<file path="config.mk">
export PLATFORM = sky130hd
export DESIGN_NAME = branch_predictor_gshare
export DESIGN_NICKNAME = d
export VERILOG_FILES = /design/src/rtl/branch_predictor_gshare.sv
export SDC_FILE = /design/constraint.sdc
export NUM_CORES = 1
export LEC_CHECK = 0
export ABC_CLOCK_PERIOD_IN_PS = 6900
export CORE_MARGIN = 2
export CORE_UTILIZATION = 36
export CTS_BUF_LIST = sky130_fd_sc_hd__clkbuf_16
export DETAILED_ROUTE_END_ITERATION = 10
export SYNTH_ARGS = -nofsm -noshare
export SYNTH_HDL_FRONTEND = slang
export SYNTH_SLANG_ARGS = --single-unit
</file>
<file path="constraint.sdc">
create_clock -name clk -period 6.9 [get_ports clk]
set_input_delay 1.035 -clock clk [delete_from_list [all_inputs] [get_ports clk]]
set_output_delay 1.035 -clock clk [all_outputs]
set_load 0.02 [all_outputs]
</file>
<file path="src/rtl/branch_predictor_gshare.sv">
// Table of saturating direction counters indexed by PC (bimodal) or PC XOR global history (gshare).
// Keeps a speculative global history that is repaired on mispredict, plus resolved/mispredict counters.
module branch_predictor_gshare #(
  parameter int INDEX_BITS = 6,
  parameter int CTR_BITS   = 2,
  parameter int HIST_BITS  = 6,
  parameter int MODE       = 1,
  parameter int PC_LSB     = 2
) (
  input  logic                  clk,
  input  logic                  reset,
  input  logic                  lookup_valid,
  input  logic [31:0]           lookup_pc,
  output logic                  predict_taken,
  output logic [INDEX_BITS-1:0] predict_index,
  output logic [HIST_BITS-1:0]  predict_hist,
  input  logic                  update_valid,
  input  logic [INDEX_BITS-1:0] update_index,
  input  logic [HIST_BITS-1:0]  update_hist,
  input  logic                  update_taken,
  input  logic                  update_mispredict,
  output logic [HIST_BITS-1:0]  ghr,
  output logic [31:0]           stat_branches,
  output logic [31:0]           stat_mispredicts
);

  localparam int DEPTH = 1 << INDEX_BITS;
  localparam logic [CTR_BITS-1:0] CTR_MAX  = '1;
  localparam logic [CTR_BITS-1:0] CTR_INIT = CTR_BITS'((1 << (CTR_BITS - 1)) - 1);

  logic [CTR_BITS-1:0]   counterTable [DEPTH];
  logic [HIST_BITS-1:0]  ghrReg;
  logic [HIST_BITS-1:0]  ghrNext;
  logic [HIST_BITS-1:0]  repairHist;
  logic [HIST_BITS-1:0]  specHist;
  logic [INDEX_BITS-1:0] baseIdx;
  logic [INDEX_BITS-1:0] histExt;
  logic [INDEX_BITS-1:0] lookupIdx;
  logic [CTR_BITS-1:0]   updCtr;
  logic [CTR_BITS-1:0]   updCtrNext;
  logic [31:0]           branchesReg;
  logic [31:0]           mispredictsReg;
  logic                  unusedBits;

  assign baseIdx = lookup_pc[PC_LSB +: INDEX_BITS];

  always_comb begin
    histExt = '0;
    histExt[HIST_BITS-1:0] = ghrReg;
  end

  generate
    if (MODE == 0) begin : gBimodal
      assign lookupIdx = baseIdx;
    end else begin : gGshare
      assign lookupIdx = baseIdx ^ histExt;
    end

    // A one-bit history is replaced outright rather than shifted.
    if (HIST_BITS == 1) begin : gHistOne
      assign repairHist = update_taken;
      assign specHist   = predict_taken;
    end else begin : gHistShift
      assign repairHist = {update_hist[HIST_BITS-2:0], update_taken};
      assign specHist   = {ghrReg[HIST_BITS-2:0], predict_taken};
    end
  endgenerate

  assign predict_index = lookupIdx;
  assign predict_taken = counterTable[lookupIdx][CTR_BITS-1];
  assign predict_hist  = ghrReg;
  assign ghr           = ghrReg;

  assign stat_branches    = branchesReg;
  assign stat_mispredicts = mispredictsReg;

  // A mispredict means any same-cycle lookup is on the wrong path, so repair wins.
  always_comb begin
    ghrNext = ghrReg;
    if (update_valid && update_mispredict) begin
      ghrNext = repairHist;
    end else if (lookup_valid) begin
      ghrNext = specHist;
    end
  end

  always_comb begin
    updCtr     = counterTable[update_index];
    updCtrNext = updCtr;
    if (update_taken) begin
      if (updCtr != CTR_MAX) updCtrNext = updCtr + 1'b1;
    end else begin
      if (updCtr != '0) updCtrNext = updCtr - 1'b1;
    end
  end

  always_ff @(posedge clk or negedge reset) begin
    if (!reset) begin
      for (int i = 0; i < DEPTH; i++) begin
        counterTable[i] <= CTR_INIT;
      end
    end else if (update_valid) begin
      counterTable[update_index] <= updCtrNext;
    end
  end

  always_ff @(posedge clk or negedge reset) begin
    if (!reset) begin
      ghrReg         <= '0;
      branchesReg    <= '0;
      mispredictsReg <= '0;
    end else begin
      ghrReg <= ghrNext;
      if (update_valid && (branchesReg != 32'hFFFF_FFFF)) begin
        branchesReg <= branchesReg + 32'd1;
      end
      if (update_valid && update_mispredict && (mispredictsReg != 32'hFFFF_FFFF)) begin
        mispredictsReg <= mispredictsReg + 32'd1;
      end
    end
  end

  assign unusedBits = &{1'b0, lookup_pc, update_hist, histExt};

endmodule

</file>
==> flow_summary.yaml, run 1 <==
place:
  place_inst: 1497
  dp_hpwl_um: 17400
  port_buffers: 105
  place_congestion: 0.786
setup_path:
  r2r-start: "counterTable[39]$_DFFE_PN0P_"
  cp_data_arrival_time_ns: 4.05
  crit_top_cell: "clkdlybuf4s50_1"
  reg2reg_depth: 8
  worstSetupStartpointType: "input port"
  cp_top_family: "buffers and inverters"
  critPathMaxFanout: 17
  slowest_delay_ns: 0.60
  crit_type: "in2out"
  critPathLaunch: "lookup_pc[2]"
  critical_path_buf_inv_count: 3
  crit_chain: "clkdlybuf4s50_1, xor2_2, buf_4, mux4_2, a22o_1, a221oi_1, mux2i_1, mux2_2, clkdlybuf4s50_1"
  ff2ff_setup_slack_ns: 3.61
  crit_required_ns: 5.86
  end_kind: "primary output"
  slowest_stage: "mux4_2"
  r2r_end: "counterTable[111]$_DFFE_PN0P_"
clock_network:
  clock_path_buffers: 2
  clk-insertion-delay-late_ns: 0.44
  clk_pin_slew_ns: 0.07
  cts_tree: "built"
  clockRootBuffer: "clkbuf_16"
  cts.sinks: 198
  post-cts-setup-buffer-count: 0
  cts_resized: 0
  htree_levels: 4
  cts_inserted_buffers: 17
  ctsHoldBuffers: 0
synth:
  synthDistinctLibCells: 60
  syn_avg_cell_area_um2: 9.97
  synth_most_common_cell: "nand2_1"
  synth-seq-area-share_pct: 47.9
  synth_cells: 1055
  ys_seq_elements: 198
  synthArstFlopShare_pct: 100
  syn_area_um2: 10500
  synth_edf_count: 0
  synth_nets: 1107
  ys.flop_type: "dfrtp_1"
  synthTopCellsByArea: "dfrtp_1 (32%), dfstp_2 (16%), nand2_1 (5.9%), mux4_2 (5.6%), nor2_1 (5.5%)"
  synth_top_area_cell: "dfrtp_1"
  yosysTopAreaCellShare_pct: 31.9
  synth_commonest_cells: "nand2_1 (164), nor2_1 (155), dfrtp_1 (134)"
  yosys_warnings: 0
global_route:
  antenna_found_initial: 0
  grt.busiest_layer: "met2"
  grtUsageMet2_pct: 28.5
  met1_usage_pct: 24.7
  met3_usage_pct: 3.94
  overflow: 0
  grt_pass1_vias: 8024
  grt_start_max_net_pins: 103
  grt_pass1_wl_um: 43400
  grt_usage_pct: 17.8
timing:
  final.setup.tns_ns: 0
  fin_crit_sh_pct: 73.7
  slew_violations: 0
  worst_pin_slew_ns: 1.17
  max_freq_ghz: 0.197
  clock_skew_ns: 0.0130
  hold_ws_ns: 0.462
  hold_viol_final: 0
  rsz0062_at_grt: "false"
  relSlewSlack_pct: 21.9
  layout_min_cycle_time_ns: 5.08
  setup_viol: 0
min_path:
  holdCritPathClass: "reg2reg"
  holdPathEnd: "counterTable[8]$_DFFE_PN1P_"
  min_path_cells: 2
  hold_path.startpoint: "counterTable[8]$_DFFE_PN1P_"
power_and_ir_drop:
  intPower_mw: 2.38
  p_sw_share_pct: 31.8
  switchingPower_mw: 1.11
  p_leak_nw: 4.91
  vdd_drop_max_mv: 0.190
  p_seq_share_pct: 44.1
  combPwrFrac_pct: 26.2
  p_total_mw: 3.49
  power_density_nw_per_um2: 283
  power_frac_clock_pct: 29.7
drt:
  wire_per_inst_um: 17.4
  drt_first_pass_iters: 4
  postRouteWirelength_um: 26600
  vias_per_cell: 5.24
  drtIter0Drc: 542
  ant_nets: 0
  drc: 0
  vias: 8015
finish:
  area_growth_pct: 17.4
  n_antenna_cell: 0
  final_cells: 1529
  fin_nets: 1184
  drive_above_1_share_pct: 19.6
floorplanning:
  die_area_um2: 30600
  rows: 62
  coreArea_um2: 28700
  die_y_um: 175
  pin_count: 133
  die_x_um: 175
  start_util_pct: 36.7
flow_run:
  cap_violations: 0
run_status:
  outcome: "finished, final reports clean"
power groups by stage:
stage | registers (mW) | clock network [mW] | logic [mW]
final | 1.54 | 1.04 | 0.917
after global routing | 1.57 | 1.11 | 1.00
after CTS | 1.54 | 1.07 | 0.928
after detailed placement | 1.56 | 0 | 0.924
after global placement | 1.55 | 0 | 0.913
after floorplan | 1.57 | 0 | 0.615
cell usage in the layout, fill, tap and decap left out, drive strengths merged, types with 10 or more instances in the layout:
cell type / synthesis / layout
nand2: 164 / 164
nor2: 155 / 155
dfrtp: 134 / 134
clkdlybuf4s50: 0 / 101
a21oi: 78 / 78
o21ai: 69 / 69
dfstp: 64 / 64
xnor2: 38 / 38
xor2: 30 / 30
nand3: 28 / 28
mux4: 26 / 26
mux2i: 26 / 26
nand4: 22 / 22
inv: 15 / 19
clkbuf: 13 / 18
mux2: 16 / 16
buf: 45 / 14
nor3: 13 / 13
a31oi: 11 / 11
nor4: 10 / 10
through the flow:
step                worst slack (ns)  util [%]  area (um^2)
floorplan                       2.75         -        10500
global placement                1.78      40.9        11700
detailed placement              1.78      40.9        11700
CTS                             1.78      43.0        12400
global route                    1.64      43.0        12400
finish                          1.82      43.0        12400
tightest hold or removal path, delay by kind of cell (launching register included):
kind | cells | cell delay [ns]
compound gates | 1 | 0.05
flops | 1 | 0.37
simple gates | 1 | 0.04
metal layers:
| metal | vias to the layer above | wire (um) |
|---|---|---|
| met3 | 18 | 1350 |
| met5 | - | 0 |
| met2 | 184 | 12500 |
| met1 | 3953 | 12400 |
| met4 | 0 | 300 |
| li1 | 3860 | - |
flip-flops by register name, summed over array words and instances, names as in the netlist:
register          count
ghr                   6
counterTable        128
stat_mispredicts     32
stat_branches        32
cell families (layout without fill, tap and decap cells):
group           count (synthesis)  count (layout)  synth area share, %
simple gates                  440             440                 18.7
xor+xnor                       68              68                 5.73
buf+inv                        74             164                 4.38
flops                         198             198                 47.9
compound gates                203             203                 13.0
fa+ha+maj                       4               4                0.476
mux                            68              68                 9.87
layout make-up:
type                            instances  area, um^2
Sequential cell                       198        5030
Inverter                               16        60.1
Fill cell                            2799       16300
Timing Repair Buffer                  116        1130
Clock inverter                         15         180
Clock buffer                           17         425
Multi-Input combinational cell        783        5040
Tap cell                              384         480
worst max-delay path by stage:
stage / endpoint / slack, ns / depth (start not counted)
4_1_cts: predict_taken / 1.78 / 9
3_3_place_gp: predict_taken / 1.78 / 9
3_5_place_dp: predict_taken / 1.78 / 9
2_1_floorplan: predict_taken / 2.75 / 7
5_1_grt: predict_taken / 1.64 / 9
6_report: predict_taken / 1.82 / 9
(Power assumes the default switching activity.)
==> run 2: changes to the inputs <==
ABC_CLOCK_PERIOD_IN_PS = 4900   (was 6900)
clock period = 4.9 ns   (was 6.9 ns; I/O delays follow)
==> flow_summary.yaml, run 2 (same netlist as run 1, synthesis figures left out) <==
drt:
  postRouteWirelength_um: 27100
  drt_first_pass_iters: 5
  vias: 8143
  wire_per_inst_um: 17.5
  drc: 0
  drtIter0Drc: 576
  ant_nets: 0
  vias_per_cell: 5.27
finish:
  fin_nets: 1200
  final_cell_mix: "nand2_1 (164), nor2_1 (155), dfrtp_1 (134)"
  area_growth_pct: 18.4
  final_common_cell: "nand2_1"
  largest_register_ffs: 128
  post-route-util_pct: 43.4
  n_antenna_cell: 0
  regMostFlops: "counterTable"
  drive_above_1_share_pct: 20.7
clock_network:
  cts_resized: 0
  clk_pin_slew_ns: 0.07
  clockRootBuffer: "clkbuf_16"
  cts_tree: "built"
  clock_path_buffers: 2
  htree_levels: 4
  clk-insertion-delay-late_ns: 0.44
  cts.sinks: 198
  ctsHoldBuffers: 0
  cts_inserted_buffers: 17
  post-cts-setup-buffer-count: 0
timing:
  relSlewSlack_pct: 19.8
  slew_violations: 0
  hold_viol_final: 0
  rsz0062_at_grt: "false"
  worst_pin_slew_ns: 1.20
  fin_crit_sh_pct: 89.5
  clock_skew_ns: 0.0118
  layout_min_cycle_time_ns: 4.39
  hold_ws_ns: 0.369
  setup_viol: 0
  max_freq_ghz: 0.228
  final.setup.tns_ns: 0
setup_path:
  critPathMaxFanout: 17
  r2r-start: "counterTable[35]$_DFFE_PN0P_"
  cp_data_arrival_time_ns: 3.65
  worstSetupStartpointType: "input port"
  end_kind: "primary output"
  critPathLaunch: "lookup_pc[2]"
  crit_type: "in2out"
  crit_required_ns: 4.16
power_and_ir_drop:
  vdd_drop_max_mv: 0.280
  p_leak_nw: 5.00
  power_density_nw_per_um2: 391
  p_total_mw: 4.87
floorplanning:
  rows: 62
  pin_count: 133
  die_y_um: 175
  start_util_pct: 36.7
  die_x_um: 175
  coreArea_um2: 28700
  die_area_um2: 30600
global_route:
  grt_pass1_wl_um: 43900
  grt_usage_pct: 18.1
  grt_start_max_net_pins: 91
  overflow: 0
  grt_pass1_vias: 8009
  antenna_found_initial: 0
run_status:
  outcome: "finished, final reports clean"
place:
  port_buffers: 105
  dp_hpwl_um: 18100
  place_congestion: 0.786
flow_run:
  cap_violations: 0
min_path:
  holdCritPathClass: "in2async"
-- run 2: final cells by class --
cell class              count  area [um^2]
inverters                  16         60.1
flip-flops and latches    198         5030
well taps                 384          480
fillers                  2777        16200
clock buffers              18          450
repair buffers            132         1280
multi-input cells         783         5040
clock inverters            14          114
-- run 2: routing by layer --
metal  routed length (um)  share of wire (%)  global-route usage [%]  vias up
met1                12500                 46                    25.0     3990
li1                     -                  -                       -     3895
met3                 1440                5.3                    3.68       33
met5                    0                  0                       0        -
met4                  434                1.6                    5.66        0
met2                12700                 47                    28.5      225
-- run 2: worst max-delay path, stage by stage --
cell and delay (ns):
clkdlybuf4s50_1 0.50, xor2_2 0.18, buf_12 0.22, mux4_2 0.53, a22o_1 0.25, a221oi_1 0.27
mux2i_1 0.11, mux2_2 0.30, clkdlybuf4s50_1 0.55
-- run 2: stage by stage --
stage / worst slack (ns) / std cells / instance area [um^2]
6_report: 0.515 / 1545 / 12500
5_1_grt: 0.448 / 1545 / 12500
4_1_cts: 0.477 / 1545 / 12500
3_5_place_dp: 0.481 / 1513 / 11900
3_3_place_gp: 0.466 / 1513 / 11900
2_1_floorplan: 1.35 / 1055 / 10500
-- run 2: worst paths after layout --
path	to	slack [ns]	cells after the start
hold / removal	counterTable[93]$_DFFE_PN0P_	0.37	1
max in group asynchronous	counterTable[4]$_DFFE_PN1P_	3.63	2
setup / recovery	predict_taken	0.51	9
min in group clk	counterTable[36]$_DFFE_PN1P_	0.46	2
setup reg to reg	counterTable[80]$_DFFE_PN1P_	2.05	8
hold reg to reg	counterTable[36]$_DFFE_PN1P_	0.46	2
-- run 2: power breakdown --
group          leakage (nW)  internal (mW)  switching [mW]
clock network         0.284          0.696           0.680
logic                  2.32          0.623           0.701
registers              2.39           1.95           0.216
total                  5.00           3.27            1.60
==> run 3: changes to the inputs <==
CORE_UTILIZATION = 56   (was 36)
CTS_CLUSTER_DIAMETER = 50   (was not set)
PLACE_DENSITY = 0.81   (was not set)
==> flow_summary.yaml, run 3 (same netlist as run 1, synthesis figures left out) <==
run_status:
  outcome: "finished, final reports clean"
drt:
  vias_per_cell: 6.09
  top_layer: "met4"
  drc: 0
  wire_per_inst_um: 19.0
  postRouteWirelength_um: 26300
  drt_first_pass_iters: 6
  routedLengthMet1_um: 10900
  met3_length_um: 2210
  drtIter0Drc: 696
  vias: 8422
  ant_nets: 0
  wl_met2_um: 12600
timing:
  final.setup.tns_ns: 0
  hold_viol_final: 0
  worst_pin_slew_ns: 1.10
  hold_ws_ns: 0.446
  relSlewSlack_pct: 26.5
  setup_viol: 0
  layout_min_cycle_time_ns: 4.43
  max_freq_ghz: 0.226
  fin_crit_sh_pct: 90.3
  rsz0062_at_grt: "false"
  clock_skew_ns: 0.00826
  slew_violations: 0
finish:
  fin_nets: 1190
  largest_register_ffs: 128
  multiInputGateArea_um2: 5040
  final_cell_mix: "nand2_1 (164), nor2_1 (155), dfrtp_1 (134)"
  area_growth_pct: 16.1
  drive_above_1_share_pct: 19.9
  n_antenna_cell: 0
  final_common_cell: "nand2_1"
  fillerInstances: 1433
  regMostFlops: "counterTable"
  design_area_um2: 12200
  regArea_um2: 5030
floorplanning:
  die_y_um: 141
  die_x_um: 141
  pin_count: 133
  rows: 50
  coreArea_um2: 18600
  start_util_pct: 56.6
  die_area_um2: 19900
power_and_ir_drop:
  p_total_mw: 4.90
  vdd_drop_max_mv: 0.335
  switchingPower_mw: 1.58
  intPower_mw: 3.32
  p_seq_share_pct: 44.5
  combPwrFrac_pct: 26.8
  p_leak_nw: 4.94
  p_sw_share_pct: 32.2
  power_density_nw_per_um2: 401
  power_frac_clock_pct: 28.7
clock_network:
  clockRootBuffer: "clkbuf_16"
  clock_path_buffers: 2
  clk-insertion-delay-late_ns: 0.44
  cts_tree: "built"
  clk_pin_slew_ns: 0.07
  post-cts-setup-buffer-count: 0
  cts.sinks: 198
  ctsHoldBuffers: 0
  htree_levels: 4
  cts_inserted_buffers: 17
  cts_resized: 0
setup_path:
  cp_top_family: "buffers and inverters"
  r2r_end: "counterTable[16]$_DFFE_PN1P_"
  crit_type: "in2out"
  crit_path_end: "predict_taken"
  worstSetupStartpointType: "input port"
  reg2reg_depth: 7
  cp_data_arrival_time_ns: 3.69
  end_kind: "primary output"
  critical_path_buf_inv_count: 3
  crit_top_cell: "clkdlybuf4s50_1"
  critPathLaunch: "lookup_pc[3]"
  critPathMaxFanout: 7
  ff2ff_setup_slack_ns: 1.82
  crit_chain: "clkdlybuf4s50_1, xor2_2, buf_4, mux4_2, a22o_1, a221oi_1, mux2i_1, mux2_2, clkdlybuf4s50_1"
  path_depth: 9
  slowest_stage: "clkdlybuf4s50_1"
  crit_required_ns: 4.16
  r2r-start: "counterTable[35]$_DFFE_PN0P_"
  slowest_delay_ns: 0.56
flow_run:
  cap_violations: 0
global_route:
  grt_start_max_net_pins: 121
  antenna_found_initial: 0
  grt_pass1_vias: 8351
  grt_pass1_wl_um: 42900
  overflow: 0
  grt_usage_pct: 26.9
place:
  place_congestion: 0.884
  postPlaceCellArea_um2: 11600
  port_buffers: 105
  dp_hpwl_um: 17300
min_path:
  holdCritPathClass: "in2async"
[run 3: cell count changes in the layout (fill, tap and decap cells not counted), sizes merged]
cell	change
clkbuf	-1
clkinvlp	+3
bufinv	+2
buf	-11
inv	-4
clkinv	-1
clkdlybuf4s50	+1
[run 3: how the worst min path moves through the flow]
stage,to,start,slack [ns],cells after the start
after CTS,counterTable[8]$_DFFE_PN1P_,counterTable[8]$_DFFE_PN1P_,0.46,2
after detailed placement,counterTable[8]$_DFFE_PN1P_,counterTable[8]$_DFFE_PN1P_,0.45,2
after global routing,counterTable[36]$_DFFE_PN1P_,counterTable[36]$_DFFE_PN1P_,0.48,2
final,counterTable[121]$_DFFE_PN0P_,reset,0.45,1
after global placement,counterTable[8]$_DFFE_PN1P_,counterTable[8]$_DFFE_PN1P_,0.45,2
after floorplan,counterTable[101]$_DFFE_PN0P_,reset,0.44,0
[run 3: per-layer routing]
metal / up-vias / GRT usage (%)
li1: 3878 / -
met1: 4115 / 36.1
met2: 365 / 43.3
met3: 64 / 7.17
met4: 0 / 8.21
met5: - / 0
[run 3: area by class of cell]
| cell class | instances | area share (%) |
|---|---|---|
| multi-input cells | 783 | 41.2 |
| flip-flops and latches | 198 | 41.2 |
| repair buffers | 122 | 9.91 |
| clock buffers | 17 | 3.48 |
| well taps | 234 | 2.40 |
| clock inverters | 14 | 1.25 |
| inverters | 16 | 0.492 |
[run 3: through the flow]
step           setup WS, ns  utilization, %  instances
2_1_floorplan          1.35               -       1055
3_3_place_gp          0.532            62.6       1353
3_5_place_dp          0.525            62.6       1353
4_1_cts               0.510            65.7       1384
5_1_grt               0.346            65.7       1384
6_report              0.474            65.7       1384
[run 3: power by group through the flow]
| stage | combinational (mW) | clock (mW) | sequential (mW) |
|---|---|---|---|
| after floorplan | 0.866 | 0 | 2.21 |
| after global placement | 1.27 | 0 | 2.18 |
| after detailed placement | 1.31 | 0 | 2.20 |
| after CTS | 1.31 | 1.42 | 2.17 |
| after global routing | 1.42 | 1.48 | 2.21 |
| final | 1.32 | 1.40 | 2.18 |
[run 3: worst register-to-register path, stage by stage (launching register included)]
cell and delay [ns]:
dfrtp_1 0.42, mux4_2 0.50, nor3b_1 0.16, a31oi_1 0.16
o2111ai_1 0.15, nor4b_2 0.36, maj3_4 0.95, o21ai_0 0.29
